**src/rtl/demx_pkg.sv**
```systemverilog
// Shared definitions for the demx_seq8 sequencer slice.
//   NUM_CH       : number of demux output channels (only 8 supported)
//   SEL_W        : channel select width, clog2(NUM_CH)
//   demx_state_t : sequencer FSM states
//   demx_sel_t   : channel select / slot index
//   demx_mask_t  : per-channel enable mask
package demx_pkg;

    localparam int NUM_CH = 8;
    localparam int SEL_W  = 3;

    typedef enum logic [1:0] {
        IDLE,
        RUN,
        DONE
    } demx_state_t;

    typedef logic [SEL_W-1:0]  demx_sel_t;
    typedef logic [NUM_CH-1:0] demx_mask_t;

endpackage

```
**src/rtl/demx_seq8_next_slot.sv**
```systemverilog
// demx_next_slot: combinational channel scanner for demx_seq8.
//   mask       in  8 : enabled channels
//   cur        in  3 : current slot
//   next_slot  out 3 : lowest enabled channel strictly above cur (cur if none)
//   first_slot out 3 : lowest enabled channel (0 if mask is empty)
//   is_last    out 1 : no enabled channel above cur
module demx_next_slot
    import demx_pkg::*;
(
    input  logic [7:0] mask,
    input  logic [2:0] cur,
    output logic [2:0] next_slot,
    output logic [2:0] first_slot,
    output logic       is_last
);

    // Scan from the top down so the last hit written is the lowest match.
    always_comb begin
        demx_sel_t idx;
        next_slot  = cur;
        first_slot = '0;
        is_last    = 1'b1;
        for (int unsigned i = 0; i < NUM_CH; i++) begin
            idx = demx_sel_t'(NUM_CH - 1 - i);
            if (mask[idx]) begin
                first_slot = idx;
                if (idx > cur) begin
                    next_slot = idx;
                    is_last   = 1'b0;
                end
            end
        end
    end

endmodule

```
**src/rtl/demx_seq8.sv**
```systemverilog
// demx_seq8: upstream sequencer for a 1:8 bit demultiplexer.
// Accepts serial bits over valid/ready and emits one registered (k, s) pair
// per accepted beat, walking enabled channels in ascending order per frame.
//   clk, rst_n        : clock, synchronous active-low reset
//   start, cont       : begin a frame / continuous mode (sampled in IDLE)
//   abort             : terminate current frame
//   chan_en [7:0]     : channel enable mask (used only with DEMX_SEQ_SKIP_EN)
//   din, din_valid    : serial data beat
//   din_ready         : beat accepted this cycle (combinational)
//   k, s [2:0]        : data bit and channel select to the demux
//   k_valid           : k/s carry a fresh beat
//   frame_done        : one-cycle end-of-frame pulse
//   busy              : high in RUN and DONE
// Configuration macro: DEMX_SEQ_SKIP_EN -- when defined, disabled channels in
// chan_en are skipped; otherwise all 8 channels are always used.
module demx_seq8 #(
    parameter int NUM_CH = demx_pkg::NUM_CH,
    parameter int SEL_W  = demx_pkg::SEL_W
) (
    input  logic              clk,
    input  logic              rst_n,
    input  logic              start,
    input  logic              cont,
    input  logic              abort,
    input  logic [NUM_CH-1:0] chan_en,
    input  logic              din,
    input  logic              din_valid,
    output logic              din_ready,
    output logic              k,
    output logic [SEL_W-1:0]  s,
    output logic              k_valid,
    output logic              frame_done,
    output logic              busy
);

    import demx_pkg::*;

    demx_state_t state;
    demx_state_t state_nxt;
    demx_sel_t   slot;
    demx_sel_t   next_slot;
    demx_sel_t   first_slot;
    logic        is_last;
    demx_mask_t  en_q;
    demx_mask_t  eff_mask;
    demx_mask_t  scan_mask;
    logic        cont_q;
    logic        accept;
    logic        start_ok;

`ifdef DEMX_SEQ_SKIP_EN
    assign eff_mask = chan_en;
`else
    logic unused_chan_en;
    assign eff_mask       = '1;
    assign unused_chan_en = ^chan_en;
`endif

    // In IDLE the scanner looks at the incoming mask so first_slot is ready
    // to load on start; afterwards it works on the latched mask.
    assign scan_mask = (state == IDLE) ? eff_mask : en_q;
    assign start_ok  = start && (eff_mask != '0);
    assign accept    = din_valid && din_ready;

    demx_next_slot u_next_slot (
        .mask       (scan_mask),
        .cur        (slot),
        .next_slot  (next_slot),
        .first_slot (first_slot),
        .is_last    (is_last)
    );

    // State register
    always_ff @(posedge clk) begin
        if (!rst_n) state <= IDLE;
        else        state <= state_nxt;
    end

    // Next-state logic
    always_comb begin
        state_nxt = state;
        unique case (state)
            IDLE: if (start_ok) state_nxt = RUN;
            RUN: begin
                if (abort)                  state_nxt = IDLE;
                else if (accept && is_last) state_nxt = DONE;
            end
            DONE: state_nxt = (cont_q && !abort) ? RUN : IDLE;
            default: state_nxt = IDLE;
        endcase
    end

    // FSM outputs
    always_comb begin
        din_ready  = (state == RUN) && !abort;
        busy       = (state != IDLE);
        frame_done = (state == DONE);
    end

    // Slot walker, latched configuration and registered demux outputs
    always_ff @(posedge clk) begin
        if (!rst_n) begin
            slot    <= '0;
            en_q    <= '0;
            cont_q  <= 1'b0;
            k       <= 1'b0;
            s       <= '0;
            k_valid <= 1'b0;
        end else begin
            k_valid <= accept;
            k       <= accept && din;
            if (accept) s <= slot;
            unique case (state)
                IDLE: if (start_ok) begin
                    en_q   <= eff_mask;
                    cont_q <= cont;
                    slot   <= first_slot;
                end
                RUN:  if (accept && !is_last) slot <= next_slot;
                DONE: if (cont_q && !abort) slot <= first_slot;
                default: ;
            endcase
        end
    end

endmodule

```
**config.mk**
```make
export PLATFORM = sky130hd
export DESIGN_NAME = demx_seq8
export DESIGN_NICKNAME = d
export VERILOG_FILES = /design/src/rtl/demx_pkg.sv /design/src/rtl/demx_seq8_next_slot.sv /design/src/rtl/demx_seq8.sv
export SDC_FILE = /design/constraint.sdc
export NUM_CORES = 1
export LEC_CHECK = 0
export BUFFER_PORTS_ARGS = -buffer_cell sky130_fd_sc_hd__buf_2
export CORE_AREA = 2 2 39 41
export CTS_CLUSTER_SIZE = 12
export DETAILED_ROUTE_END_ITERATION = 12
export DIE_AREA = 0 0 41 43
export PLACE_DENSITY = 0.74
export SLEW_MARGIN = 20
export SYNTH_ARGS = -nofsm -noshare
export SYNTH_HDL_FRONTEND = slang
export SYNTH_SLANG_ARGS = --single-unit
export TNS_END_PERCENT = 5
```
**constraint.sdc**
```tcl
create_clock -name clk -period 1.8 [get_ports clk]
set_input_delay 0.27 -clock clk [delete_from_list [all_inputs] [get_ports clk]]
set_output_delay 0.27 -clock clk [all_outputs]
set_load 0.005 [all_outputs]
```
==> run summary <==
vias per cell: 5.05
top cell type by total area after synthesis: dfxtp_1
Sink Count: 12
vias in the first global route: 416
global route total overflow: 0
WL met1: 478 um
fin. max-slew vios: 0
final critical-path required period: 1.57 ns
Syn Nets: 76
CP arrival: 1.75 ns
ANT cells: 0
dpl ws: 0.216 ns
DR WL met3: 39 um
r2r setup slk: 0.23 ns
Max Cap Viol: 0
met2 WL: 440 um
CTS tree: built
PnR Total Power: 0.550 mW
# setup viols final: 0
Synth Register Bits: 12
Clock Skew: 0.00283 ns
Syn Area/Cell: 9.15 um^2
Worst-Skew Late Latency: 0.27 ns
buffers added on ports: 14
Starting Density: 40.3%
wire length per cell: 10.5 um
P&R area growth vs syn: 21.7%
Top Layer Used: met4
DRT Wirelength: 987 um
die height: 43 um
drt pass-1 iters: 4
leakage power: 0.285 nW
fmax: 636 MHz
IR drop worst, VDD: 299 uV
critical path class: reg2reg
Cell Rows: 14
first-pass GRT wire length: 1640 um
final setup margin: 0.228 ns
antenna viol nets, final: 0
critical path launch point type: register
period utilization: 87.3%
Crit. End Element: register
Yosys top cell area share: 43.0%
clk slew on worst S/H paths: 0.07 ns
Hold Buf Count CTS: 0
CTS root buf: clkbuf_4
Post-CTS Resized: 0
setup TNS: 0 ns
Synthesis Warnings: 0
vias post-DR: 475
fin nets: 94
Post-Synthesis Cells: 61
maximum root-to-sink buffer count: 2
synth unique cells: 27
max_slew headroom: 58.6%
Cell Pwr Density: 810 nW/um^2
status: finished clean
crit-path max FO: 8
Final Hold Viols: 0
final cell count without fillers: 94
RSZ-0062 raised after global routing: false
H-tree depth: 1
Worst-Margin Slew: 0.613 ns
Tot GR Track Use: 14.1%
GP Congestion: 0.784
DPL Wire Length: 750 um
Min-Delay Path Class: in2reg
post-synthesis cell area: 558 um^2
die width: 41 um
I/O pins: 23
total CTS buffers: 3
DRC: 0
largest net degree at the start of global routing: 10
Cells after DPL: 90
hold slack: 0.218 ns
layout cell share with drive strength beyond 1: 28.2%
initial antenna violation count: 0
Req. time, crit path: 1.98 ns
Die ar.: 1760 um^2
Seq/Total Area, Yosys: 43.0%
Post-CTS Setup Inserts: 0
1st-iter DRT viols: 10
Synth area leaders: dfxtp_1 43%, mux2i_1 5.4%, nor4b_4 4.3%
CORE AREA: 1380 um^2
[kinds of logic (layout without fill, tap and decap cells)]
group	after synthesis	in the layout	synth area share, %
buf+inv	7	24	6.73
flops	12	12	43.0
simple gates	25	25	28.0
mux	3	3	5.38
compound gates	14	14	16.8
[cell usage after synthesis]
| cell | n |
|---|---|
| a21boi_0 | 2 |
| a21oi_1 | 4 |
| a221oi_1 | 1 |
| and2_1 | 1 |
| and3_1 | 2 |
| buf_4 | 1 |
| buf_6 | 1 |
| dfxtp_1 | 12 |
| inv_1 | 5 |
| mux2i_1 | 3 |
| nand2_1 | 3 |
| nand2b_1 | 3 |
| nand3_1 | 1 |
| nand4b_1 | 1 |
| nor2_1 | 6 |
| nor2b_1 | 3 |
| nor3_1 | 1 |
| nor3b_1 | 1 |
| nor4_1 | 1 |
| nor4b_4 | 1 |
| nor4bb_1 | 1 |
| o21ai_0 | 2 |
| o21ai_1 | 1 |
| o21ba_2 | 1 |
| o21bai_1 | 1 |
| o221ai_1 | 1 |
| o311ai_0 | 1 |
[state kept, by name (all words and copies together) (netlist names)]
name,flops
cont_q,1
en_q,1
k,1
k_valid,1
s,3
slot,3
state,2
[through the flow]
step | cell area [um^2] | util [%]
final | 679 | 49.1
after global routing | 679 | 49.1
after CTS | 673 | 48.6
after detailed placement | 637 | 46.0
after global placement | 637 | 46.0
after floorplan | 558 | -
[per-layer routing]
metal	GRT usage, %	vias to the layer above
li1	-	248
met1	16.8	211
met2	20.0	14
met3	4.71	2
met4	10.0	0
met5	0	-
[area by class of cell]
type | count | area, um^2
Tap cell | 16 | 20.0
Sequential cell | 12 | 240
Inverter | 5 | 18.8
Clock buffer | 4 | 36.3
Fill cell | 144 | 704
Timing Repair Buffer | 15 | 77.6
Multi-Input combinational cell | 42 | 287
[cells in the final DEF, fill, tap and decap left out]
| master | synthesis | layout |
|---|---|---|
| buf_2 | 0 | 14 |
| dfxtp_1 | 12 | 12 |
| nor2_1 | 6 | 6 |
| inv_1 | 5 | 5 |
| a21oi_1 | 4 | 4 |
| nand2b_1 | 3 | 3 |
| nand2_1 | 3 | 3 |
| mux2i_1 | 3 | 3 |
| nor2b_1 | 3 | 3 |
| clkbuf_4 | 0 | 3 |
| a21boi_0 | 2 | 2 |
| and3_1 | 2 | 2 |
| o21ai_0 | 2 | 2 |
| nand3_1 | 1 | 1 |
| o311ai_0 | 1 | 1 |
| nand4b_1 | 1 | 1 |
| nor4bb_2 | 0 | 1 |
| nor4b_4 | 1 | 1 |
| nor3_1 | 1 | 1 |
| o221ai_1 | 1 | 1 |
| nor3b_1 | 1 | 1 |
| o21ba_2 | 1 | 1 |
| o21ai_1 | 1 | 1 |
| a221oi_1 | 1 | 1 |
| nor4_1 | 1 | 1 |
| and2_1 | 1 | 1 |
| o21bai_1 | 1 | 1 |
| clkbuf_8 | 0 | 1 |
| buf_4 | 1 | 1 |
[report_power, final]
| group | leakage (nW) | switching, mW | internal (mW) | total [mW] |
|---|---|---|---|---|
| clock network | 0.0210 | 0.0889 | 0.123 | 0.212 |
| registers | 0.0977 | 0.00943 | 0.274 | 0.283 |
| logic | 0.167 | 0.0283 | 0.0266 | 0.0549 |
[worst paths after layout]
check / startpoint / end / depth (start not counted)
worst max-delay path: state[0] / slot[1] / 4
worst min-delay path: din / k / 2
worst max register to register: state[0] / slot[1] / 4
worst min register to register: cont_q / cont_q / 2
[critical path, cell delays in order (launching register included)]
cell and delay [ns]:
dfxtp_1 0.46, nor4bb_2 0.29, nor4b_4 0.35, o21ai_1 0.09, a221oi_1 0.28
(Power assumes the default switching activity.)
